--- config.mk ---
export PLATFORM = sky130hd
export DESIGN_NAME = simmem_wdata_matcher
export DESIGN_NICKNAME = d
export VERILOG_FILES = /design/src/rtl/simmem_wdata_matcher.sv
export SDC_FILE = /design/constraint.sdc
export NUM_CORES = 1
export LEC_CHECK = 0
export CAP_MARGIN = 10
export CORE_MARGIN = 2
export CORE_UTILIZATION = 55
export CTS_CLUSTER_DIAMETER = 200
export DETAILED_ROUTE_END_ITERATION = 10
export GPL_TIMING_DRIVEN = 0
export PLACE_DENSITY = 0.8
export REMOVE_ABC_BUFFERS = 1
export SYNTH_ARGS = -nofsm -noshare
export SYNTH_HDL_FRONTEND = slang
export SYNTH_SLANG_ARGS = --single-unit
--- constraint.sdc ---
create_clock -name clk_i -period 6.8 [get_ports clk_i]
set_clock_uncertainty 0.05 [all_clocks]
set_input_delay 1.36 -clock clk_i [delete_from_list [all_inputs] [get_ports clk_i]]
set_output_delay 1.36 -clock clk_i [all_outputs]
set_load 0.05 [all_outputs]
--- src/rtl/simmem_wdata_matcher.sv ---
`default_nettype none
// ============================================================================
// Module   : simmem_wdata_matcher
// Purpose  : Reconciles AXI write addresses and data beats for the delay core.
// Revision : 1.0
// ============================================================================
module simmem_wdata_matcher #(
    parameter int IID_WIDTH        = 4,
    parameter int BURST_LEN_WIDTH  = 8,
    parameter int MAX_ORPHAN_BEATS = 64,
    parameter int QUEUE_DEPTH      = 4
) (
    input  logic                                  clk_i,
    input  logic                                  rst_i,
    input  logic                                  waddr_valid_i,
    output logic                                  waddr_ready_o,
    input  logic [IID_WIDTH-1:0]                  waddr_iid_i,
    input  logic [BURST_LEN_WIDTH-1:0]            waddr_burst_len_i,
    input  logic                                  wdata_valid_i,
    output logic                                  wdata_ready_o,
    input  logic                                  wdata_last_i,
    output logic                                  core_waddr_valid_o,
    input  logic                                  core_waddr_ready_i,
    output logic [IID_WIDTH-1:0]                  core_waddr_iid_o,
    output logic [BURST_LEN_WIDTH-1:0]            core_waddr_burst_len_o,
    output logic [BURST_LEN_WIDTH-1:0]            core_wdata_immediate_cnt_o,
    output logic                                  core_wdata_valid_o,
    output logic [IID_WIDTH-1:0]                  core_wdata_iid_o,
    output logic                                  burst_done_valid_o,
    output logic [IID_WIDTH-1:0]                  burst_done_iid_o,
    output logic [$clog2(MAX_ORPHAN_BEATS+1)-1:0] orphan_cnt_o,
    output logic [$clog2(QUEUE_DEPTH+1)-1:0]      queue_cnt_o,
    output logic                                  err_o
);

    localparam int c_ORPH_W = $clog2(MAX_ORPHAN_BEATS + 1);
    localparam int c_QCNT_W = $clog2(QUEUE_DEPTH + 1);
    localparam int c_PTR_W  = $clog2(QUEUE_DEPTH);
    localparam int c_CMP_W  = (c_ORPH_W + 1 > BURST_LEN_WIDTH) ? c_ORPH_W + 1 : BURST_LEN_WIDTH;

    logic [IID_WIDTH-1:0]       r_iid [QUEUE_DEPTH];
    logic [BURST_LEN_WIDTH-1:0] r_rem [QUEUE_DEPTH];
    logic [c_PTR_W-1:0]         r_rd_ptr;
    logic [c_PTR_W-1:0]         r_wr_ptr;
    logic [c_QCNT_W-1:0]        r_queue_cnt;
    logic [c_ORPH_W-1:0]        r_orphan_cnt;
    logic                       r_err;

    logic                       w_empty;
    logic                       w_not_full;
    logic                       w_beat_acc;
    logic                       w_addr_acc;
    logic                       w_len_zero;
    logic [c_CMP_W-1:0]         w_avail;
    logic [c_CMP_W-1:0]         w_len_ext;
    logic [BURST_LEN_WIDTH-1:0] w_imm;
    logic [BURST_LEN_WIDTH-1:0] w_head_rem;
    logic                       w_head_last;
    logic                       w_head_beat;
    logic                       w_pop;
    logic                       w_push;
    logic [BURST_LEN_WIDTH-1:0] w_push_rem;
    logic                       w_addr_done;
    logic [c_ORPH_W-1:0]        w_orphan_next;
    logic                       w_err_set;

    assign w_empty     = (r_queue_cnt == '0);
    assign w_not_full  = (r_queue_cnt < c_QCNT_W'(QUEUE_DEPTH));
    assign w_len_zero  = (waddr_burst_len_i == '0);

    assign wdata_ready_o      = !w_empty || (r_orphan_cnt < c_ORPH_W'(MAX_ORPHAN_BEATS));
    assign waddr_ready_o      = core_waddr_ready_i && w_not_full;
    assign core_waddr_valid_o = waddr_valid_i && w_not_full;
    assign w_beat_acc         = wdata_valid_i && wdata_ready_o;
    assign w_addr_acc         = waddr_valid_i && waddr_ready_o;

    // Orphans only exist with an empty FIFO, so only then can they satisfy a new address.
    assign w_avail   = c_CMP_W'(r_orphan_cnt) + c_CMP_W'(w_beat_acc);
    assign w_len_ext = c_CMP_W'(waddr_burst_len_i);
    assign w_imm     = !w_empty ? '0 :
                       (w_avail >= w_len_ext) ? waddr_burst_len_i : w_avail[BURST_LEN_WIDTH-1:0];

    assign w_head_rem  = r_rem[r_rd_ptr];
    assign w_head_last = (w_head_rem == BURST_LEN_WIDTH'(1));
    assign w_head_beat = !w_empty && w_beat_acc;
    assign w_pop       = w_head_beat && w_head_last;
    assign w_addr_done = w_empty && w_addr_acc && !w_len_zero && (w_imm == waddr_burst_len_i);
    assign w_push      = w_addr_acc && !w_len_zero && !w_addr_done;
    assign w_push_rem  = waddr_burst_len_i - w_imm;

    assign w_orphan_next = !w_empty ? r_orphan_cnt :
                           c_ORPH_W'(w_avail - (w_addr_acc ? c_CMP_W'(w_imm) : c_CMP_W'(0)));

    assign w_err_set = (w_addr_acc && w_len_zero) ||
                       (w_head_beat && (wdata_last_i != w_head_last));

    assign core_waddr_iid_o           = waddr_iid_i;
    assign core_waddr_burst_len_o     = waddr_burst_len_i;
    assign core_wdata_immediate_cnt_o = core_waddr_valid_o ? w_imm : '0;
    assign core_wdata_valid_o         = w_head_beat;
    assign core_wdata_iid_o           = r_iid[r_rd_ptr];
    assign burst_done_valid_o         = w_pop || w_addr_done;
    assign burst_done_iid_o           = w_empty ? waddr_iid_i : r_iid[r_rd_ptr];
    assign orphan_cnt_o               = r_orphan_cnt;
    assign queue_cnt_o                = r_queue_cnt;
    assign err_o                      = r_err;

    always_ff @(posedge clk_i or posedge rst_i) begin
        if (rst_i) begin
            for (int i = 0; i < QUEUE_DEPTH; i++) begin
                r_iid[i] <= '0;
                r_rem[i] <= '0;
            end
            r_rd_ptr     <= '0;
            r_wr_ptr     <= '0;
            r_queue_cnt  <= '0;
            r_orphan_cnt <= '0;
            r_err        <= 1'b0;
        end else begin
            // Push and head decrement never share a slot: a push into an empty FIFO has no head beat.
            if (w_head_beat) begin
                r_rem[r_rd_ptr] <= w_head_rem - BURST_LEN_WIDTH'(1);
            end
            if (w_pop) begin
                r_rd_ptr <= r_rd_ptr + c_PTR_W'(1);
            end
            if (w_push) begin
                r_iid[r_wr_ptr] <= waddr_iid_i;
                r_rem[r_wr_ptr] <= w_push_rem;
                r_wr_ptr        <= r_wr_ptr + c_PTR_W'(1);
            end
            if (w_push && !w_pop) begin
                r_queue_cnt <= r_queue_cnt + c_QCNT_W'(1);
            end else if (w_pop && !w_push) begin
                r_queue_cnt <= r_queue_cnt - c_QCNT_W'(1);
            end
            r_orphan_cnt <= w_orphan_next;
            r_err        <= r_err || w_err_set;
        end
    end

endmodule
`default_nettype wire

== Word level (Yosys, flattened, before mapping) ==
Index checks and enable logic that the tools add are counted.
Cells by class
  reduce and logical (&&, ||, !) cells: 29
  bitwise operators: 2
  add/subtract/negate cells: 8
  muxes and demuxes: 24
  order comparisons: 7
  equality and inequality tests: 3
Operators with widths (number)
  $bwmux 32: 2
  $mux 32: 2
  $mux 8: 7
  $demux 8 s2: 2
  $logic_and 1x1->1: 17
  $bmux 8 s2: 1
  $bwmux 16: 1
  $mux 4: 4
  $add 7x1->8: 1
  $bmux 4 s2: 1
  $demux 4 s2: 1
  $eq 8x1->1 const B: 1
  $eq 8x8->1: 1
  $ge 8x8->1: 1
  $logic_not 8->1: 1
  $sub 8x1->8 const B: 1
  $sub 8x8->8: 1
  $lt 7x7->1 const B: 1
  $mux 7: 1
  $sub 7x7->7: 1
  $ge 3x3->1 const B: 2
  $lt 3x1->1 const B: 2
  $mux 3: 2
  $not 2->3: 2
  9 further kinds: 17
Storage, ports and cells
  register bits: 63
  logic and storage cells: 86
  output and inout port bits: 44

== Logic depth before layout (Yosys ltp) ==
  depth in word-level cells: 16
  gate-level depth with buffers: 27
  depth with buffers taken out: 26

== Worst setup path after synthesis ==
No wires, ideal clock.
  path kind: register to output
  start point: register r_queue_cnt[0], in the netlist queue_cnt_o[0]
  end point: output burst_done_valid_o
  path buffers: 0
  cell stages (with the launch flop): 18
  path slack: -0.330 ns
  data arrival time: 5.720 ns
  path through: dfrtp_1 nor3_1 nand2_1 and2_1 ha_1 xor2_1 ha_1 and3_1 o21ai_0 a31oi_1 nor2_1 mux2_2 nand2_1 ha_1 nand4_1 nor2_1 nand4_1 o31ai_1
Between the ends
  word-level cells in the longest chain between the ends: 11
Ends and longest elaborated chain
  from (decl): line 45  | logic [c_QCNT_W-1:0] r_queue_cnt;
  from (signal assigned): line 133  | r_queue_cnt <= r_queue_cnt + c_QCNT_W'(1);
  from (signal assigned): line 135  | r_queue_cnt <= r_queue_cnt - c_QCNT_W'(1);
  $logic_not 3->1 (*): line 67  | assign w_empty = (r_queue_cnt == '0);
  $logic_not 1->1 (*)
  $logic_or 1x1->1 (*): line 71  | assign wdata_ready_o = !w_empty || (r_orphan_cnt < c_ORPH_W'(MAX_ORPHAN_BEATS));
  named net wdata_ready_o: line 20  | output logic wdata_ready_o,
  $logic_and 1x1->1 (*): line 74  | assign w_beat_acc = wdata_valid_i && wdata_ready_o;
  $add 7x1->8: line 78  | assign w_avail = c_CMP_W'(r_orphan_cnt) + c_CMP_W'(w_beat_acc);
  $ge 8x8->1: line 81  | (w_avail >= w_len_ext) ? waddr_burst_len_i : w_avail[BURST_LEN_WIDTH-1:0];
  $mux 8: line 81
  $mux 8: line 80  | assign w_imm = !w_empty ? '0 :
  $eq 8x8->1: line 87  | assign w_addr_done = w_empty && w_addr_acc && !w_len_zero && (w_imm == waddr_burst_len_i);
  $logic_and 1x1->1: line 87
  $logic_or 1x1->1 (*): line 102  | assign burst_done_valid_o = w_pop || w_addr_done;
  to (decl): line 29  | output logic burst_done_valid_o,
The timed path passes the listed nets; every way through them passes the cells marked *.

== Final worst setup path ==
  start point: register r_queue_cnt[0], in the netlist queue_cnt_o[0]
  end point: output burst_done_valid_o
Between the ends
  word-level cells in the longest chain between the ends: 11
Ends and longest elaborated chain (line)
  $logic_not 3->1: 67
  $logic_not 1->1
  $logic_or 1x1->1: 71
  $logic_and 1x1->1: 74
  $add 7x1->8: 78
  $ge 8x8->1: 81
  $mux 8: 81
  $mux 8: 80
  $eq 8x8->1: 87
  $logic_and 1x1->1: 87
  $logic_or 1x1->1 (*): 102
Every way passes the cells marked *; elsewhere a longest branch is shown, timed or not.

==> results by group <==
STA
  – RSZ-0062 raised after global routing: false
  – Max Slew Vio Count: 0
  – Crit path time final: 6.48 ns
  – Period utilisation layout: 0.954
  – TNS Setup: 0 ns
  – F_max: 154 MHz
  – Setup violations, final: 0
  – Worst-Margin Slew: 0.939 ns
  – Hold Violations, Final: 0
  – Slew headroom: 0.374

Detailed routing
  – DRT antenna net count: 0
  – First-pass DRT Iterations: 5
  – Drt initial violations: 165
  – Detailed Route WL: 12700 um
  – Via count: 3931
  – Drc violations: 0
  – Vias per inst: 6.23
  – Drt wl/cell: 20.1 um

Yosys
  – EDFF count, synth: 0
  – Synth top area share: 0.332
  – Asr flop ratio synth: 1.00
  – Post-Synth Adder-Cell Area: 0.102
  – Post-Synth XOR/XNOR Area: 0.0441
  – Synth cell types: 60
  – #FFs+latches synth: 63
  – Synthesized instance count: 468
  – Yosys warnings: 0
  – Post-Synth Simple-Gate Area: 0.144
  – Synth Area in Compound Gates: 0.104
  – Area of the mapped netlist: 0.00474 mm^2
  – Multiplexer area fraction after synthesis: 0.211
  – Post-Syn Area per Cell: 10.1 um^2
  – Largest area contributor in the synthesized netlist: dfrtp_1
  – Prevailing post-synth register cell: dfrtp_1
  – Register area share after synthesis: 0.332
  – Largest family of logic cells by synthesized area: multiplexers
  – Ranking of synthesized cells by area: dfrtp_1 (33%), ha_1 (9.0%), mux2i_1 (7.6%), mux2_2 (5.9%), mux4_1 (3.9%)

Run status
  – Outcome: finished, final reports clean

Clock tree
  – Reg clk slew, reported paths: 0.07 ns
  – CTS Buf Count: 9
  – Clk Latency, worst-skew pair: 0.35 ns
  – Clk buf depth: 2
  – H-tree levels: 3
  – Clk root buf: clkbuf_8
  – Clock sink total: 63
  – Hold_buf cts: 0
  – CTS tree: done

Global route
  – Grt total ovfl: 0
  – Largest net degree at the start of global routing: 44
  – First-pass GRT wire length: 20200 um
  – Antenna violations before repair: 0
  – GRT Total Usage: 0.268
  – Vias in the first global route: 4136

Power and ir drop
  – Peak VDD IR: 0.235 mV
  – Cell Pwr Density: 493 mW/mm^2
  – Total Power: 2.86 mW
  – Leak: 2.66 nW

Floorplan
  – I/O pins: 62
  – Initial Utilization: 0.571
  – Height of the die: 96.9 um
  – Die ar.: 0.00938 mm^2
  – Core region area: 0.00830 mm^2
  – Row count: 33
  – Die X: 96.9 um

Cells and area
  – Post-route cell area: 0.00581 mm^2
  – Nets: 576
  – Fillers: 574
  – Area Overhead vs Synth: 22.6%
  – FF+latch area: 0.00158 mm^2
  – Multi-input logic area: 0.00305 mm^2
  – Inserted Diodes: 0
  – Share of cells above drive strength 1: 0.198

Placement
  – DP HPWL: 8500 um
  – DP Area: 0.00532 mm^2
  – GPL Wtd Cong: 0.916
  – Input/output buffers: 61

Setup path
  – Max FO, Critical Path: 14
  – CP endpoint kind: output pin
  – Kind of critical path: reg2out
  – Crit path DAT: 5.07 ns
  – CP required: 5.39 ns
  – Setup crit start kind: register

Flow run
  – Max-Cap Viols: 0

Min path
  – HP Class: reg2reg
-- cell usage after synthesis (all sizes together) (6+ instances only) --
library cell   n
dfrtp         63
nand4          6
xor2          10
xnor2         13
ha            34
mux4          12
inv           25
o21ai         14
nand3          9
nand2         44
a31o           6
a21oi         30
nor2          34
clkbuf         6
mux2i         36
nor3           9
buf           24
mux2          30
-- worst max-delay path: stages, from the launching register on --
cell,delay [ns]
dfrtp_1,0.47
nor3_2,0.51
buf_6,0.25
nand2_1,0.09
and2_4,0.18
ha_1,0.19
nand4_1,0.24
nor2_2,0.08
xor2_2,0.18
ha_1,0.34
nand4_1,0.22
a31oi_4,0.28
nor2_4,0.08
mux2_2,0.28
nand2_1,0.10
ha_4,0.31
nand4_1,0.10
nor2_1,0.11
nand4_1,0.20
o31ai_4,0.31
buf_6,0.20
-- per-stage QoR --
stage | util | cells | hold slack (ns) | worst slack [ns]
after floorplan | - | 438 | 0.406 | -0.937
after global placement | 0.636 | 604 | 0.394 | -1.66
after detailed placement | 0.641 | 606 | 0.413 | -0.998
after CTS | 0.684 | 627 | 0.430 | 0.0277
after global routing | 0.700 | 631 | 0.453 | 0.0762
final | 0.700 | 631 | 0.421 | 0.316
-- final cells by class --
class                      count  area share
multi-input combinational    350       0.525
sequential                    63       0.271
timing repair buffer          72       0.123
tap                          105      0.0226
clock buffer                   9      0.0213
clock inverter                 7      0.0207
inverter                      25      0.0161
-- cells by family (layout without fill, tap and decap cells) --
kind of cell	Yosys count	after routing
muxes	78	78
AOI/OAI and AO/OA	78	78
and+or+nand+nor	134	134
DFF	63	63
buffers and inverters	55	113
xor gates and xnor gates	23	23
adders and majority gates	37	37
-- placed cells by master, fill, tap and decap left out, types with 7 or more instances in the layout --
cell             Yosys  layout
dfrtp_1             63      63
clkbuf_8             0       9
o21ai_0             13      12
clkdlybuf4s50_1      0      59
nor2_1              34      30
mux2_2              25      25
inv_1               25      24
a21oi_1             29      26
buf_4               16       9
xor2_1              10       7
nor3_1               8       7
nand2_1             43      42
mux4_1               7       7
mux2i_1             36      36
ha_1                34      30
xnor2_1             12      10
-- layer usage --
metal  share of wire  up-vias  global-route usage  wire, um
met5               0        -                   0         0
met4           0.033        0               0.134       422
met3           0.062       45              0.0506       786
met2            0.48      189               0.438      6120
met1            0.42     1918               0.340      5320
li1                -     1779                   -         -
-- worst paths after layout --
kind                                              endpoint                        from  cells after the start  slack [ns]
worst min register to register             err_o$_DFF_PP0_             err_o$_DFF_PP0_                      1        0.42
worst max register to register  queue_cnt_o[2]$_DFFE_PP0P_  queue_cnt_o[0]$_DFFE_PP0P_                     28        0.68
worst min-delay path                       err_o$_DFF_PP0_             err_o$_DFF_PP0_                      1        0.42
max in group asynchronous               r_rem[0]$_DFF_PP0_                       rst_i                      3        4.78
min in group asynchronous          r_rd_ptr[0]$_DFFE_PP0P_                       rst_i                      2        1.30
worst max-delay path                    burst_done_valid_o  queue_cnt_o[0]$_DFFE_PP0P_                     20        0.32
-- power breakdown --
| part | internal, mW | switching (mW) |
|---|---|---|
| clock network | 0.245 | 0.161 |
| registers | 0.555 | 0.152 |
| logic | 0.715 | 1.03 |
-- state kept, by name (all words and copies together) (netlist names) --
| signal | flops |
|---|---|
| r_rem | 32 |
| r_iid | 16 |
| orphan_cnt_o | 7 |
| queue_cnt_o | 3 |
| r_rd_ptr | 2 |
| r_wr_ptr | 2 |
| err_o | 1 |
-- what timing repair did --
action / in CTS / in global routing
buffers inserted: 5 / 4
pin swaps: 5 / 7
resized for setup: 22 / 17
endpoints found under the setup margin: 1 / 1
Power figures use the tool's default switching activity.
